[src/rtl/alu_shared_arbiter.sv]
// -----------------------------------------------------------------------------
// alu_shared_arbiter
//
// One small ALU (ADD / SUB / AND / OR) shared by two requesters. A
// three-state FSM (IDLE -> EXEC -> HOLD) accepts one operation at a time.
// Simultaneous requests are resolved by a round-robin priority pointer. The
// result is held stable until the consumer accepts it.
//
// Ports
//   clk                  clock; all state updates on the rising edge
//   reset                synchronous, active-high reset
//   req0_valid/req1_valid  requester k presents an operation
//   req0_ready/req1_ready  requester k's operation is accepted this cycle
//                          (combinational, only ever high in IDLE)
//   req0_a/b, req1_a/b   operands, N_BITS wide
//   req0_op/req1_op      opcode: 00 ADD, 01 SUB (a-b), 10 AND, 11 OR
//   res_valid            result available (high only in HOLD)
//   res_ready            consumer accepts the result
//   res_data             result, modulo 2^N_BITS
//   res_id               index of the requester that owns the result
//   res_zero             res_data == 0
//   res_carry            ADD carry out, SUB borrow (a < b unsigned), else 0
// -----------------------------------------------------------------------------
module alu_shared_arbiter #(
  parameter int N_BITS = 8
) (
  input  logic              clk,
  input  logic              reset,
  input  logic              req0_valid,
  input  logic              req1_valid,
  output logic              req0_ready,
  output logic              req1_ready,
  input  logic [N_BITS-1:0] req0_a,
  input  logic [N_BITS-1:0] req0_b,
  input  logic [N_BITS-1:0] req1_a,
  input  logic [N_BITS-1:0] req1_b,
  input  logic [1:0]        req0_op,
  input  logic [1:0]        req1_op,
  output logic              res_valid,
  input  logic              res_ready,
  output logic [N_BITS-1:0] res_data,
  output logic              res_id,
  output logic              res_zero,
  output logic              res_carry
);

  typedef enum logic [1:0] {
    IDLE = 2'd0,
    EXEC = 2'd1,
    HOLD = 2'd2
  } state_t;

  localparam logic [1:0] OP_ADD = 2'b00;
  localparam logic [1:0] OP_SUB = 2'b01;
  localparam logic [1:0] OP_AND = 2'b10;
  localparam logic [1:0] OP_OR  = 2'b11;

  state_t              state;
  logic                ptr;        // 0: requester 0 has priority, 1: requester 1
  logic [N_BITS-1:0]   a_q;
  logic [N_BITS-1:0]   b_q;
  logic [1:0]          op_q;
  logic                id_q;

  logic                grant_any;
  logic                grant_id;
  logic [N_BITS:0]     alu_full;   // extra MSB carries the carry/borrow
  logic                alu_carry;

  // Requester 1 wins when it is the only one asking, or when both ask and
  // the pointer favours it. Reset masks the grant so no ready leaks out
  // during a reset cycle.
  always_comb begin
    // NOTE: every signal assigned in always_comb gets a default first so no
    // path through the block can leave it unassigned and infer a latch.
    grant_any = 1'b0;
    grant_id  = 1'b0;
    if (state == IDLE && !reset) begin
      grant_any = req0_valid | req1_valid;
      grant_id  = req1_valid & (~req0_valid | ptr);
    end
  end

  assign req0_ready = grant_any & ~grant_id;
  assign req1_ready = grant_any &  grant_id;

  // ALU on the latched operands. Zero-extending to N_BITS+1 bits leaves the
  // carry of an add, or the borrow of a subtract, in the top bit.
  always_comb begin
    alu_full  = '0;
    alu_carry = 1'b0;
    case (op_q)
      OP_ADD: begin
        alu_full  = {1'b0, a_q} + {1'b0, b_q};
        alu_carry = alu_full[N_BITS];
      end
      OP_SUB: begin
        alu_full  = {1'b0, a_q} - {1'b0, b_q};
        alu_carry = alu_full[N_BITS];
      end
      OP_AND:  alu_full = {1'b0, a_q & b_q};
      OP_OR:   alu_full = {1'b0, a_q | b_q};
      default: alu_full = '0;
    endcase
  end

  always_ff @(posedge clk) begin
    if (reset) begin
      state     <= IDLE;
      ptr       <= 1'b0;
      res_valid <= 1'b0;
      res_data  <= '0;
      res_id    <= 1'b0;
      res_zero  <= 1'b0;
      res_carry <= 1'b0;
      // NOTE: the operand/opcode latches are not reset; they are always
      // written on a grant before EXEC reads them, so their reset value is
      // never observed.
    end else begin
      case (state)
        IDLE: begin
          if (grant_any) begin
            a_q   <= grant_id ? req1_a  : req0_a;
            b_q   <= grant_id ? req1_b  : req0_b;
            op_q  <= grant_id ? req1_op : req0_op;
            id_q  <= grant_id;
            ptr   <= ~grant_id;        // the loser gets priority next time
            state <= EXEC;
          end
        end

        EXEC: begin
          res_data  <= alu_full[N_BITS-1:0];
          res_zero  <= (alu_full[N_BITS-1:0] == '0);
          res_carry <= alu_carry;
          res_id    <= id_q;
          res_valid <= 1'b1;
          state     <= HOLD;
        end

        HOLD: begin
          if (res_ready) begin
            res_valid <= 1'b0;
            state     <= IDLE;
          end
        end

        default: begin
          res_valid <= 1'b0;
          state     <= IDLE;
        end
      endcase
    end
  end

endmodule
[config.mk]
export PLATFORM = sky130hd
export DESIGN_NAME = alu_shared_arbiter
export DESIGN_NICKNAME = d
export VERILOG_FILES = /design/src/rtl/alu_shared_arbiter.sv
export SDC_FILE = /design/constraint.sdc
export NUM_CORES = 1
export LEC_CHECK = 0
export ABC_AREA = 1
export CAP_MARGIN = 25
export CORE_MARGIN = 10
export CORE_UTILIZATION = 50
export CTS_CLUSTER_SIZE = 20
export DETAILED_ROUTE_END_ITERATION = 10
export PLACE_DENSITY_LB_ADDON = 0.12
export SLEW_MARGIN = 20
export SYNTH_ARGS = -nofsm -noshare
export SYNTH_HDL_FRONTEND = slang
export SYNTH_SLANG_ARGS = --single-unit
[constraint.sdc]
create_clock -name clk -period 3.2 [get_ports clk]
set_input_delay 0.64 -clock clk [delete_from_list [all_inputs] [get_ports clk]]
set_output_delay 0.64 -clock clk [all_outputs]
set_load 0.01 [all_outputs]
## Yosys cells after proc, flatten, opt, wreduce, memory -nomap -nowiden

Index checks and enable logic that the tools add are counted.

| word-level totals | value |
|---|---|
| register bits | 34 |
| input bits | 41 |
| word-level logic and storage cells | 52 |

| cells by class | value |
|---|---|
| add/sub/neg operators | 2 |
| bitwise logic cells | 11 |
| reductions and logical operators | 9 |
| mux-type cells | 12 |
| eq/ne operators | 7 |

Operators with widths:

| kind | number |
|---|---|
| 8-bit one-hot mux with 4 select lines | 1 |
| 8-bit two-way mux | 2 |
| 8-bit by 8-bit adder with 9-bit output | 1 |
| 8-bit by 8-bit subtractor with 9-bit output | 1 |
| 8-bit bitwise AND | 1 |
| 8-bit zero test | 1 |
| 8-bit OR | 1 |
| 2-bit == test, second input constant | 3 |
| 2-bit two-way mux | 3 |
| 2-bit one-hot mux with 3 select lines | 1 |
| 2-bit AND reduction | 3 |
| 2-bit by 1-bit == test with 1-bit output, second input constant | 2 |
| 2-bit zero test | 2 |
| 2-bit inequality test, second input constant | 2 |
| 1-bit inverter | 4 |
| 1-bit bitwise AND | 3 |
| 1-bit two-way mux | 3 |
| 1-bit one-hot mux with 3 select lines | 1 |
| 3-bit AND reduction | 1 |
| 1-bit OR | 2 |
| 1-bit one-hot mux with 2 select lines | 1 |
| 1-bit logical AND | 1 |
| 1-bit zero test | 1 |

## Longest topological paths before layout

| logic depth | value |
|---|---|
| depth in word-level cells | 6 |
| depth in mapped cells | 15 |
| depth with buffers taken out | 15 |

## Worst setup path before layout

Ideal clock, no wire load.

| path | value |
|---|---|
| path type | in2out |
| start point | input port reset |
| end point | output port req0_ready |
| path buffers | 1 |
| arrival | 1.313 ns |
| data required time | 2.560 ns |
| stages | 5 |
| path slack | 1.247 ns |
| cell sequence | nor3_1 -> inv_1 -> nor2_1 -> buf_2 -> nor2_1 |

| on the way | value |
|---|---|
| longest elaborated chain between the ends | 5 |
| elaborated cells between the ends (all ways) | 6 |

Ends and longest elaborated chain:

| element | line | RTL |
|---|---|---|
| from (decl) | 28 | `input logic reset,` |
| 1-bit zero test (*) | 78 | `if (state == IDLE && !reset) begin` |
| 1-bit logical AND (*) | 78 |  |
| 1-bit two-way mux | 78 |  |
| 1-bit inverter | 84 | `assign req0_ready = grant_any & ~grant_id;` |
| 1-bit bitwise AND (*) | 84 |  |
| to (decl) | 31 | `output logic req0_ready,` |

Mark *: on every way between the ends. The rest lies on a longest branch, timed or not.

## Worst setup path in the final report

Ends and elaborated chain as after synthesis.

==> impl_metrics.ini <==
[status]
status = finished, final reports clean

[drt]
final_antenna_net_count = 0
drt-wirelength-per-cell_um = 11.8
route.detailed.drc = 0
wl_met1_mm = 2.67
wl_met2_mm = 2.52
highest_layer = met4
drt_wl_total_mm = 5.54
dr_wl_met3_um = 296
dr.pass1.iters = 4
dr.first_iter.drc_count = 107
vias_per_cell = 4.79
vias = 2255

[cells_and_area]
fillers = 440
num_antenna_cells = 0
drive_gt1_share_pct = 4.46
layout_common_cells = nand2_1, clkdlybuf4s50_1, inv_1
nNetsFinal = 470
fin_cells = 471
final_common_cell = nand2_1
syn2layout_area_growth_pct = 28.4
fin_util_pct = 66.1

[synthesis]
syn-mean-instance-area_um2 = 7.01
synthTopCellsByArea = edfxtp_1, nand2_1, dfxtp_1, ha_1, inv_1
synth_nets = 414
synthDominantCellAreaShare_pct = 23.4
yosys_warnings = 0
synth-seq-area-share_pct = 35.8
synthCells = 347
synth-seq-cells = 34
synthDistinctLibCells = 26
synth_top_cell_by_area = edfxtp_1
syn_area_mm2 = 0.00243

[hold_path]
hold_path_class = reg -> reg
holdPathStages = 2

[placed_design]
placed_cells = 463
numPortBuffers = 54
gp_congestion = 0.935
dp_hpwl_mm = 4.60

[floorplanning]
dieArea_mm2 = 0.00806
ios = 55
initial_core_util_pct = 51.5
die_x_um = 89.8
die_height_um = 89.8
coreArea_mm2 = 0.00472
rows = 25

[timing]
tightest_slew_ns = 0.666
fin_hold_ws_ns = 0.468
setup_viol = 0
max_freq_mhz = 347
fin_tns_setup_ns = 0
finalCritPeriodShare_pct = 90.0
fin_crit_ns = 2.88
hold_violations = 0
finalClockSkew_ns = 0.00939
rsz0062_at_grt = no
slew_violations = 0
relSlewSlack_pct = 55.6

[setup_path]
reg2regPathDepth = 13
crit_path_end_kind = output pin
setup.worst_path.class = in -> out
worstPathArrival_ns = 2.24
crit_path_start_kind = primary input
cp_max_fo = 4
critical_path_required_ns = 2.56

[grt]
grt.total_usage_pct = 13.6
grt_overflow_total = 0
grt_pass1_vias = 2117
grt_pass1_wl_mm = 9.54
grt_max_degree = 21
antenna_found_initial = 0

[clock_network]
post_cts_buffers = 0
cts_sinks = 34
root_buffer = clkbuf_8
cts_max_level = 2
path_clk_slew_ns = 0.07
cts_hold_buf = 0
tritoncts = built
cts_max_path_buffers = 2
cts_buffers = 5
clkLatencyLatePin_ns = 0.28
ctsResizeCount = 0

[power_and_ir_drop]
p_leak_nw = 1.52
peakVddDrop_v = 0.000197
powerDensity_mw_per_mm2 = 385

[job]
drv_cap = 0
## sequential cells by signal, summed over array words and instances (netlist names)
signal     count
id_q           1
res_id         1
b_q            8
ptr            1
res_carry      1
a_q            8
res_data       8
state          2
op_q           2
res_zero       1
res_valid      1
## synthesized netlist by cell type
master	number
nand2_1	121
inv_1	48
nor2_1	28
nand3_1	25
ha_1	24
edfxtp_1	19
o21ai_0	18
a21oi_1	17
dfxtp_1	15
buf_2	4
inv_2	4
nand3b_1	4
clkbuf_1	3
o22ai_1	3
fa_1	2
nor2_4	2
a211oi_1	1
a21oi_2	1
and2_1	1
clkinv_1	1
nand4_1	1
nor2_2	1
nor3_1	1
or2_0	1
or2_2	1
xnor2_1	1
## path summary, 6_finish.rpt
kind,slack [ns],start,to
setup reg to reg,1.06,b_q[0],res_zero
setup / recovery,0.32,reset,req0_ready
hold reg to reg,0.47,res_zero,res_zero
hold / removal,0.47,res_zero,res_zero
## worst max-delay path, stage by stage
cell,delay (ns)
clkdlybuf4s50_1,0.44
nor3_1,0.20
o21ai_0,0.22
nor2_1,0.19
clkdlybuf4s50_1,0.56
## cell type report
| cell class | count | area, um2 | share of cell area (%) |
|---|---|---|---|
| Tap cell | 67 | 83.8 | 2.68 |
| Timing Repair Buffer | 56 | 556 | 17.8 |
| Multi-Input combinational cell | 253 | 1330 | 42.7 |
| Inverter | 53 | 199 | 6.37 |
| Clock buffer | 6 | 72.6 | 2.32 |
| Clock inverter | 2 | 10.0 | 0.320 |
| Sequential cell | 34 | 871 | 27.9 |
## kinds of logic after synthesis
logic type               after synthesis  share of synthesized area, %
AND/OR/NAND/NOR                      186                          31.8
adder cells (fa/ha/maj)               26                          14.0
XOR/XNOR                               1                         0.360
flip-flops                            34                          35.8
AO/OA/AOI/OAI                         40                          8.64
buffers and inverters                 60                          9.46
## power breakdown
| part | switching [mW] | internal [mW] |
|---|---|---|
| Sequential | 0.0254 | 0.504 |
| Clock | 0.150 | 0.151 |
| Combinational | 0.207 | 0.166 |
| Total | 0.382 | 0.821 |
## through the flow
step	total power, mW	instance area (um2)	setup WS, ns
finish	1.20	3120	0.321
detailed placement	0.911	3040	0.289
CTS	1.21	3120	0.281
floorplan	0.769	2430	1.25
global placement	0.904	3040	0.324
global route	1.28	3120	0.173
## metal layers
layer / vias to the layer above / global-route usage [%]
li1: 1201 / -
met1: 987 / 16.9
met2: 62 / 22.3
met3: 5 / 4.16
met4: 0 / 3.10
met5: - / 0
No activity file was read; power rests on OpenSTA's default activity.
